==> src/rtl/sext_unit.sv <==
// Immediate generator: decodes the sign-extended immediate from an instruction word
// and presents it through a valid/ready stage with a 2-entry skid buffer.
module sext_unit #(
    parameter int unsigned XLEN = 32
) (
    input  logic            clk,
    input  logic            rst,
    input  logic            in_valid,
    output logic            in_ready,
    input  logic [31:0]     instr,
    input  logic [2:0]      sext_select,
    output logic            out_valid,
    input  logic            out_ready,
    output logic [XLEN-1:0] imm,
    output logic            imm_err
);

    typedef enum logic [1:0] {
        S_EMPTY = 2'd0,
        S_ONE   = 2'd1,
        S_TWO   = 2'd2
    } state_t;

    typedef struct packed {
        logic            err;
        logic [XLEN-1:0] imm;
    } entry_t;

    state_t      r_state;
    state_t      w_state_nxt;
    entry_t      r_main;
    entry_t      r_skid;
    entry_t      w_entry;
    logic [31:0] w_imm32;
    logic        w_err;
    logic        r_out_valid;
    logic        r_in_ready;
    logic        w_accept;
    logic        w_drain;
    logic        w_load_main;
    logic        w_load_skid;
    logic        w_main_from_skid;
    logic        w_unused;

    // Opcode field carries no immediate bits
    assign w_unused = ^instr[6:0];

    always_comb begin
        w_imm32 = '0;
        w_err   = 1'b0;
        case (sext_select)
            3'd0: w_imm32 = {{20{instr[31]}}, instr[31:20]};
            3'd1: w_imm32 = {{19{instr[31]}}, instr[31], instr[7], instr[30:25], instr[11:8], 1'b0};
            3'd2: w_imm32 = {instr[31:12], 12'b0};
            3'd3: w_imm32 = {{20{instr[31]}}, instr[31:25], instr[11:7]};
            3'd4: w_imm32 = {{11{instr[31]}}, instr[31], instr[19:12], instr[20], instr[30:21], 1'b0};
            default: w_err = 1'b1;
        endcase
    end

    assign w_entry.err = w_err;
    assign w_entry.imm = XLEN'($signed(w_imm32));

    assign w_accept = in_valid && r_in_ready;
    assign w_drain  = r_out_valid && out_ready;

    always_ff @(posedge clk or posedge rst) begin
        if (rst) begin
            r_state     <= S_EMPTY;
            r_out_valid <= 1'b0;
            r_in_ready  <= 1'b1;
        end else begin
            r_state     <= w_state_nxt;
            r_out_valid <= (w_state_nxt != S_EMPTY);
            r_in_ready  <= (w_state_nxt != S_TWO);
        end
    end

    always_comb begin
        w_state_nxt      = r_state;
        w_load_main      = 1'b0;
        w_load_skid      = 1'b0;
        w_main_from_skid = 1'b0;
        case (r_state)
            S_EMPTY: begin
                if (w_accept) begin
                    w_state_nxt = S_ONE;
                    w_load_main = 1'b1;
                end
            end
            S_ONE: begin
                if (w_accept && w_drain) begin
                    w_load_main = 1'b1;
                end else if (w_drain) begin
                    w_state_nxt = S_EMPTY;
                end else if (w_accept) begin
                    w_state_nxt = S_TWO;
                    w_load_skid = 1'b1;
                end
            end
            S_TWO: begin
                if (w_drain) begin
                    w_state_nxt      = S_ONE;
                    w_main_from_skid = 1'b1;
                end
            end
            default: w_state_nxt = S_EMPTY;
        endcase
    end

    // Main register feeds the outputs; skid only holds the overflow entry
    always_ff @(posedge clk or posedge rst) begin
        if (rst) begin
            r_main <= '0;
            r_skid <= '0;
        end else begin
            if (w_load_main) begin
                r_main <= w_entry;
            end else if (w_main_from_skid) begin
                r_main <= r_skid;
            end
            if (w_load_skid) begin
                r_skid <= w_entry;
            end
        end
    end

    assign out_valid = r_out_valid;
    assign in_ready  = r_in_ready;
    assign imm       = r_main.imm;
    assign imm_err   = r_main.err;

endmodule

==> config.mk <==
export PLATFORM = sky130hd
export DESIGN_NAME = sext_unit
export DESIGN_NICKNAME = d
export VERILOG_FILES = /design/src/rtl/sext_unit.sv
export SDC_FILE = /design/constraint.sdc
export NUM_CORES = 1
export LEC_CHECK = 0
export BUFFER_PORTS_ARGS = -buffer_cell sky130_fd_sc_hd__buf_2
export CAP_MARGIN = 20
export CORE_UTILIZATION = 48
export DETAILED_ROUTE_END_ITERATION = 6
export PLACE_DENSITY = 0.7
export REMOVE_ABC_BUFFERS = 1
export SYNTH_ARGS = -nofsm -noshare
export SYNTH_HDL_FRONTEND = slang
export SYNTH_SLANG_ARGS = --single-unit
==> constraint.sdc <==
create_clock -name clk -period 3.15 [get_ports clk]
set_input_delay 0.63 -clock clk [delete_from_list [all_inputs] [get_ports clk]]
set_output_delay 0.63 -clock clk [all_outputs]
set_load 0.05 [all_outputs]
==> flow_summary_export.csv, run 1 <==
group,metric,value,unit
outcome,status,"complete, no violations",
timing,setup_tns,0,ns
critical_path,cp_num_buf_inv,1,
timing,timing.final.ws_setup,0.9836,ns
floorplan,core-area,6794,um2
grt,grt_pass1_vias,2901,
yosys,yosysMostFrequentCell,"dfrtp_1",
yosys,synth_xor_area_frac,0.002596,
critical_path,cpPeakStageDelay,0.77,ns
critical_path,path_delay_family,"simple AND/OR/NAND/NOR gates",
critical_path,crit_path_start_kind,"flip-flop",
pwr,pwr_density_cell,1083,nW/um2
timing,setup_viol,0,
place,placement.setup.worst_slack,0.7912,ns
place,io_buffers,66,
yosys,yosysWarnings,0,
floorplan,fp-row-count,30,
clock_tree,clk_latency,0.35,ns
timing,worst_pin_slew,0.9258,ns
place,gp_congestion,0.7424,
drt,drt-initial-drc-count,200,
pwr,p_total,4.265,mW
pwr,p_leak,1.730,nW
clock_tree,h-tree-depth,3,
yosys,synth_area_leaders,"dfrtp_1 51%, o21ai_0 8.8%, nand2_1 5.1%",
grt,grt_max_degree,48,
yosys,syn_area,3373,um2
floorplan,die_h,85.83,um
finish,design_area,3938,um2
floorplan,pin_count,74,
critical_path,worst_path_max_delay_cell,"nor2_1",
pwr,irDropWorstVdd,0.4953,mV
timing,rsz0062_at_grt,"false",
yosys,synth_top_area_frac,0.5119,
critical_path,startpoint,"in_ready",
finish,finish.utilization,0.5796,
clock_tree,clock-sinks,70,
grt,antenna_found_initial,0,
yosys,synth-seq-cells,70,
place,place_hpwl,5172,um
critical_path,ff2ff_path_depth,5,
critical_path,rr_startpoint,"in_ready",
yosys,synth_top_cell_by_area,"dfrtp_1",
finish,drive_above_1_share,0.2643,
yosys,async_flop_share,1.000,
place,place_inst,482,
drt,routed-via-count,2887,
clock_tree,cts_buffers,9,
drt,routed_wl,8060,um
yosys,ys_types,41,
timing,relSlewSlack,0.3805,
yosys,synth-edff-count,0,
timing,hold_viol,0,
critical_path,r2r_slack,0.98,ns
clock_tree,cts_tree,"done",
critical_path,cp_max_fo,16,
floorplan,die_area,7367,um2
critical_path,endpoint_kind,"flip-flop",
yosys,synth_compound_area_frac,0.3008,
clock_tree,cts_buffer_depth,2,
yosys,synthAdderAreaFrac,0,
drt,drc_errors,0,
grt,grt_usage,0.2427,
timing,skew,0.007070,ns
floorplan,die_x,85.83,um
yosys,synth_ff_type,"dfrtp_1",
yosys,synth_top_family_by_area,"compound AO/OA/AOI/OAI gates",
grt,grt_pass1_wl,13980,um
place,placed_cell_area,3750,um2
timing,hold_slack,0.3389,ns
finish,syn2layout_area_growth,16.73,%
timing,timing.fmax,0.4616,GHz
critical_path,cp.arrival,2.44,ns
floorplan,start_util,0.4965,
drt,drtAntennaViolNets,0,
finish,final_cells,497,
finish,layout.nets,436,
timing,fin_crit,2.166,ns
run,cap_violations,0,
clock_tree,cts-hold-fix-buffers,0,
critical_path,r2r-end,"imm[18]",
yosys,synth_common_cells,"69 x dfrtp_1, 59 x o21ai_0, 46 x nand2_1, 19 x o2bb2ai_1",
clock_tree,cts_post_setup_buffers_inserted,0,
clock_tree,root_buffer,"clkbuf_8",
yosys,synthMuxAreaShare,0.01966,
clock_tree,clk_pin_slew,0.07,ns
critical_path,crit_path_cell_trace,"nand3b_4 -> nor2_1 -> buf_4 -> o21ai_0 -> o2bb2ai_1",
yosys,yosys.area_share.simple,0.1083,
yosys,syn_inst,340,
timing,drv_slew,0,
critical_path,crit_type,"flip-flop to flip-flop",
grt,grt-ovfl-total,0,
finish,antenna-diode-count,0,
timing,fin_crit_sh,0.6877,
worst_hold_path,hold_class,"input pin to asynchronous set/reset pin",
drt,avgRoutedWirePerCell,16.22,um
critical_path,worstPathRequired,3.43,ns
yosys,postSynthAreaPerCell,9.921,um2
yosys,ys_seq_area_frac,0.5197,
drt,vias_per_cell,5.809,
drt,drt_first_pass_iters,4,
clock_tree,cts-resized-gates,0,
[kinds of logic (layout without fill, tap and decap cells)]
group,after synthesis,after routing
simple gates,77,77
compound gates,154,154
buf+inv,32,93
xor+xnor,1,1
flops,70,70
mux,6,6
[where the power goes]
group	switching [mW]	internal, mW	total [mW]	leakage [nW]
combinational	1.44	0.605	2.04	0.754
clock	0.329	0.377	0.706	0.102
sequential	0.215	1.30	1.52	0.874
[final cells by class]
class	count	area (um2)
well taps	96	120.1
multi-input cells	238	1455
clock buffers	10	137.6
repair buffers	75	410.4
fillers	616	2856
clock inverters	5	50.05
inverters	3	11.26
flip-flops and latches	70	1753
[routing by layer]
metal,share of wire,vias to the layer above,track usage,routed length (um)
met1,0.46,1405,0.3405,3737
met5,0,-,0,0
met2,0.45,102,0.3665,3625
met3,0.071,13,0.05005,573
met4,0.016,0,0.1045,125
li1,-,1367,-,-
[how the worst max path moves through the flow]
stage | to | slack, ns | cells after the start
finish | imm[18] | 0.98 | 5
CTS | imm[24] | 0.98 | 5
detailed placement | imm[24] | 0.79 | 6
global placement | imm[17] | 0.79 | 6
global route | imm[0] | 0.78 | 5
floorplan | imm[0] | 0.75 | 1
[worst reg2reg max path, stage by stage (launching register included)]
cell	delay, ns
dfstp_2	0.59
nand3b_4	0.20
nor2_1	0.77
buf_4	0.30
o21ai_0	0.09
o2bb2ai_1	0.14
[cells in the final DEF (no fill, tap or decap), drive strengths merged, types with 4 or more instances in the layout]
cell type and count:
buf 75, dfrtp 69, o21ai 61, nand2 46
o2bb2ai 19, nor2 16, a21oi 13, a31oi 12
o21a 11, a311oi 11, o211ai 11, clkbuf 10
a211oi 8, a22oi 5, mux2 5, clkinv 4
[registers in the layout, indices dropped and copies added, names as in the netlist]
name and count:
imm 32, in_ready 1, r_skid 33, out_valid 1
r_state 2, imm_err 1
Power figures use the tool's default switching activity.
==> run 2: changes to the inputs <==
Settings changed: ABC_AREA set to 1, PLACE_DENSITY 0.7 to 0.72.
Clock period 3.15 ns to 1.8 ns, I/O delays scaled along.
==> run 2 against run 1 <==
Compared with the run above: die area increased by 3.0%; clock-buffer cell count up 1; global-route usage shrank 1.7 points; largest power group unchanged; cell count grew 24%; area after synthesis grew 3.1%.
==> flow_summary_export.csv, run 2 <==
group,metric,value,unit
place,io_buffers,66,
timing,hold_viol,0,
timing,setup_viol,0,
grt,use_met2,0.3765,
place,place_inst,600,
clock_tree,cts_buffer_depth,2,
grt,grt-ovfl-total,0,
finish,antenna-diode-count,0,
drt,drc_errors,0,
yosys,synth_top_area_frac,0.4966,
critical_path,crit_type,"flip-flop to flip-flop",
clock_tree,cts_tree,"done",
clock_tree,clock-sinks,70,
pwr,p_seq_frac,0.348,
floorplan,die_h,87.11,um
finish,design_area,4069,um2
critical_path,crit_path_start_kind,"flip-flop",
grt,met3_usage,0.05687,
clock_tree,clk_latency,0.34,ns
critical_path,crit_path_cell_trace,"nand2_1 -> inv_1 -> nand2_2 -> inv_2 -> nand2_2 -> nand2_1 -> inv_2 -> nand2_1 -> nand2_1",
drt,drt-initial-drc-count,262,
critical_path,cpMostUsedCell,"nand2_1",
yosys,yosysMostFrequentCell,"nand2_1",
yosys,yosysWarnings,0,
floorplan,fp-row-count,30,
grt,grt_pass1_wl,13140,um
yosys,synth-edff-count,0,
critical_path,rr_startpoint,"in_ready",
drt,vias_per_cell,5.029,
finish,largest_reg_flops,33,
critical_path,r2r_slack,0.24,ns
yosys,ys_seq_area_frac,0.5041,
yosys,async_flop_share,1.000,
grt,antenna_found_initial,0,
drt,avgRoutedWirePerCell,12.70,um
worst_hold_path,hold_class,"input pin to asynchronous set/reset pin",
yosys,postSynthAreaPerCell,7.642,um2
timing,fin_crit,1.555,ns
pwr,p_sw_frac,0.4829,
finish,mostFrequentLayoutCells,"127 x nand2_1, 69 x dfrtp_1, 67 x buf_2",
critical_path,endpoint_kind,"flip-flop",
place,place_hpwl,4969,um
critical_path,ff2ff_path_depth,9,
clock_tree,root_buffer,"clkbuf_8",
yosys,ys_types,22,
pwr,p_comb_frac,0.500,
drt,routed-via-count,3098,
timing,worst_pin_slew,0.5895,ns
yosys,synth_common_cells,"127 x nand2_1, 69 x dfrtp_1, 53 x nor2_1, 51 x o21ai_0, 50 x inv_1",
clock_tree,cts-hold-fix-buffers,0,
yosys,synth-seq-cells,70,
yosys,synth_area_leaders,"dfrtp_1 50%, nand2_1 14%, o21ai_0 7.3%",
floorplan,start_util,0.5034,
place,gp_congestion,0.8013,
floorplan,pin_count,74,
clock_tree,cts_buffers,9,
yosys,syn_area,3477,um2
clock_tree,cts-resized-gates,0,
drt,drt_first_pass_iters,4,
finish,final_cells,616,
place,placed_cell_area,3887,um2
timing,timing.final.ws_setup,0.2445,ns
yosys,synth_ff_type,"dfrtp_1",
clock_tree,h-tree-depth,3,
pwr,internal_power,4.085,mW
drt,drtAntennaViolNets,0,
grt,grt_usage,0.2253,
pwr,irDropWorstVdd,1.005,mV
grt,grt_pass1_vias,2931,
run,cap_violations,0,
finish,syn2layout_area_growth,17.02,%
critical_path,worst_path_max_delay_cell,"dfstp_2",
timing,fin_crit_sh,0.8642,
finish,layout_commonest_cell,"nand2_1",
finish,layout.nets,554,
clock_tree,cts_post_setup_buffers_inserted,0,
critical_path,cp.arrival,1.78,ns
floorplan,die_x,87.11,um
grt,met1_usage,0.2862,
pwr,pwr_density_cell,1941,nW/um2
critical_path,cpPeakStageDelay,0.53,ns
grt,grt_max_degree,71,
critical_path,r2r-end,"imm[7]",
critical_path,cp_max_fo,32,
yosys,synth_top_cell_by_area,"dfrtp_1",
floorplan,die_area,7588,um2
yosys,syn_inst,455,
pwr,pwr-share-clk,0.151,
timing,drv_slew,0,
pwr,p_leak,2.131,nW
finish,top_register,"r_skid",
timing,relSlewSlack,0.6040,
pwr,power_switching,3.814,mW
timing,rsz0062_at_grt,"false",
timing,skew,0.005603,ns
outcome,status,"complete, no violations",
grt,busiest_layer,"met2",
finish,drive_above_1_share,0.2096,
critical_path,worstPathRequired,2.02,ns
drt,routed_wl,7822,um
clock_tree,clk_pin_slew,0.08,ns
place,placement.setup.worst_slack,0.1278,ns
timing,timing.fmax,0.6429,GHz
floorplan,core-area,6907,um2
-- run 2: final cells by class --
type	instances	area, um2
repair buffers	74	437.9
well taps	96	120.1
inverters	55	206.4
clock inverters	5	50.05
flip-flops and latches	70	1753
clock buffers	11	131.4
fillers	664	2838
multi-input cells	305	1370
-- run 2: worst max-delay path: cells and delay by family (launching register included) --
family	cells	cell delay [ns]
buffers and inverters	3	0.38
DFF	1	0.53
and+or+nand+nor	6	0.51
-- run 2: cell families after synthesis --
group                  Yosys count  synth area share
AO/OA/AOI/OAI                   83            0.1274
buffers and inverters           80            0.1033
flip-flops                      70            0.5041
AND/OR/NAND/NOR                222            0.2652
-- run 2: routing by layer --
layer	wire length [um]	vias up	part of all wire
met5	0	-	0
met3	424	8	0.054
li1	-	1557	-
met4	95	0	0.012
met2	3681	97	0.47
met1	3620	1436	0.46
-- run 2: worst max path at each step --
stage	start	to	slack, ns	depth (start not counted)
5_1_grt	in_ready	imm[22]	0.05	9
3_3_place_gp	instr[31]	imm[21]	-0.27	7
6_report	in_ready	imm[7]	0.24	9
2_1_floorplan	in_ready	r_skid[20]	-0.67	5
4_1_cts	in_ready	imm[7]	0.20	9
3_5_place_dp	sext_select[1]	imm[21]	0.13	9
-- run 2: metrics by stage --
| step | power (mW) | util | hold WS (ns) | TNS (ns) |
|---|---|---|---|---|
| finish | 7.899 | 0.5891 | 0.09459 | 0 |
| global route | 8.484 | 0.5891 | 0.1132 | 0 |
| CTS | 7.963 | 0.5891 | 0.09400 | 0 |
| detailed placement | 6.746 | 0.5629 | 0.4596 | 0 |
| global placement | 6.644 | 0.5621 | 0.4569 | -4.936 |
| floorplan | 5.717 | - | 0.4984 | -44.75 |
-- run 2: power groups by stage --
stage	logic, mW	clock network, mW	registers [mW]
after global routing	4.36	1.28	2.85
after CTS	3.99	1.22	2.76
final	3.95	1.19	2.75
after detailed placement	3.97	0	2.78
after global placement	3.90	0	2.75
after floorplan	1.54	0	4.18
==> run 3: changes to the inputs <==
Settings changed: ABC_AREA 1 to not set, PLACE_DENSITY 0.72 to 0.82.
==> run 3 against run 2 <==
Compared with the run above: sequential share of layout area decreased by 2.1 points; global-route usage grew 1.5 points; power up 4.3%; fmax decreased by 12%; final area up 5.1%; first-iteration DRC count grew 13%; sequential power shrank 4%; clock-buffer cell count rose by 1.
==> flow_summary_export.csv, run 3 (synthesis gave the netlist of run 1 again) <==
group,metric,value,unit
grt,grt_pass1_wl,13700,um
grt,grt_pass1_vias,2823,
timing,hold_slack,0.07443,ns
timing,fin_crit_sh,0.9814,
floorplan,fp-row-count,30,
grt,grt-ovfl-total,0,
clock_tree,h-tree-depth,3,
timing,drv_slew,0,
drt,drtAntennaViolNets,0,
pwr,p_total,8.242,mW
floorplan,die_area,7367,um2
run,cap_violations,0,
clock_tree,clk_pin_slew,0.07,ns
finish,final_cells,522,
place,place_inst,501,
worst_hold_path,hold_class,"input pin to asynchronous set/reset pin",
clock_tree,clock-sinks,70,
floorplan,die_x,85.83,um
drt,drt_first_pass_iters,5,
drt,drt-initial-drc-count,295,
timing,timing.final.ws_setup,0.03355,ns
finish,layout_commonest_cell,"dfrtp_1",
outcome,status,"complete, no violations",
timing,setup_viol,0,
grt,grt_usage,0.2406,
grt,antenna_found_initial,0,
clock_tree,clk_latency,0.35,ns
timing,relSlewSlack,0.6663,
clock_tree,cts_buffers,9,
place,placed_cell_area,3943,um2
drt,vias_per_cell,5.776,
timing,rsz0062_at_grt,"true",
critical_path,cpMostUsedCell,"buf_4",
critical_path,endpoint_kind,"flip-flop",
finish,antenna-diode-count,0,
clock_tree,cts_tree,"done",
critical_path,cp.arrival,2.00,ns
floorplan,die_h,85.83,um
finish,mostFrequentLayoutCells,"69 x dfrtp_1, 66 x buf_2, 59 x o21ai_0",
finish,layout.nets,460,
drt,drc_errors,0,
timing,worst_pin_slew,0.5000,ns
critical_path,worst_path_max_delay_cell,"dfstp_2",
finish,design_area,4278,um2
pwr,pwr_density_cell,1927,nW/um2
critical_path,crit_type,"flip-flop to flip-flop",
clock_tree,root_buffer,"clkbuf_8",
timing,fin_crit,1.766,ns
critical_path,crit_path_cell_trace,"nand3b_4 -> buf_4 -> o211ai_4 -> buf_4 -> clkbuf_16 -> o211ai_1 -> o21a_1",
critical_path,worstPathRequired,2.04,ns
pwr,irDropWorstVdd,1.053,mV
finish,top_register,"r_skid",
clock_tree,cts-hold-fix-buffers,0,
timing,timing.fmax,0.5661,GHz
pwr,p_leak,1.905,nW
floorplan,core-area,6794,um2
finish,drive_above_1_share,0.3099,
drt,routed-via-count,3015,
critical_path,cpPeakStageDelay,0.59,ns
place,gp_congestion,0.7909,
grt,grt_max_degree,71,
finish,largest_reg_flops,33,
timing,hold_viol,0,
finish,syn2layout_area_growth,26.82,%
place,placement.setup.worst_slack,0.009709,ns
critical_path,crit_path_start_kind,"flip-flop",
finish,fillCellCount,530,
place,io_buffers,66,
floorplan,start_util,0.4965,
drt,routed_wl,8426,um
timing,skew,0.01010,ns
place,place_hpwl,5474,um
floorplan,pin_count,74,
clock_tree,cts_buffer_depth,2,
drt,avgRoutedWirePerCell,16.14,um
critical_path,cp_max_fo,10,
## run 3: changes by cell type in the layout (fill, tap and decap cells not counted), sizes merged, moves of 4 or more
cell / delta
a21oi: +10
inv: -52
mux2: +5
a211oi: +8
nor2: -43
nand2: -87
a22oi: +4
buf: +23
a31oi: -8
o2bb2ai: +19
nand3: -26
o21a: +11
o211ai: +11
a311oi: +11
## run 3: what timing repair did
item / CTS / global route
cloned: 0 / 2
pin swaps: 0 / 1
setup buffers: 0 / 3
setup endpoints to repair: 2 / 18
gates resized for setup: 2 / 2
## run 3: area by class of cell
class / instances / area, um2 / share of cell area
clock inverters: 4 / 77.57 / 0.01813
inverters: 3 / 11.26 / 0.002632
well taps: 96 / 120.1 / 0.02808
clock buffers: 12 / 165.2 / 0.03861
repair buffers: 99 / 679.4 / 0.1588
multi-input cells: 238 / 1471 / 0.3440
flip-flops and latches: 70 / 1753 / 0.4098
## run 3: where the power goes
part / total (mW) / internal, mW / switching [mW]
combinational: 4.09 / 1.43 / 2.67
sequential: 2.64 / 2.28 / 0.368
clock: 1.50 / 0.899 / 0.605
total: 8.24 / 4.60 / 3.64
## run 3: through the flow
stage,util,setup TNS [ns]
final,0.6297,0
after global routing,0.6297,-0.1152
after CTS,0.6179,0
after detailed placement,0.5803,0
after global placement,0.5803,0
after floorplan,-,-44.93
## run 3: per-layer routing
layer | up-vias | track usage | share of wire
met3 | 13 | 0.04524 | 0.066
met1 | 1442 | 0.3365 | 0.45
li1 | 1418 | - | -
met4 | 0 | 0.1258 | 0.013
met2 | 142 | 0.3585 | 0.47
met5 | - | 0 | 0
## run 3: critical path: cells and delay by family, from the launching register on
kind	cells	cell delay, ns
flip-flops	1	0.59
buffers and inverters	3	0.50
AND/OR/NAND/NOR	1	0.11
AO/OA/AOI/OAI	3	0.46
## run 3: final timing paths
kind / endpoint / slack (ns) / cells past startpoint / from
hold reg to reg: r_skid[4] / 0.48 / 2 / r_skid[4]
setup reg to reg: imm_err / 0.03 / 7 / in_ready
setup / recovery: imm_err / 0.03 / 7 / in_ready
max in group asynchronous: in_ready / 1.38 / 3 / rst
hold / removal: imm[11] / 0.07 / 3 / rst
min in group clk: r_skid[12] / 0.26 / 3 / instr[12]
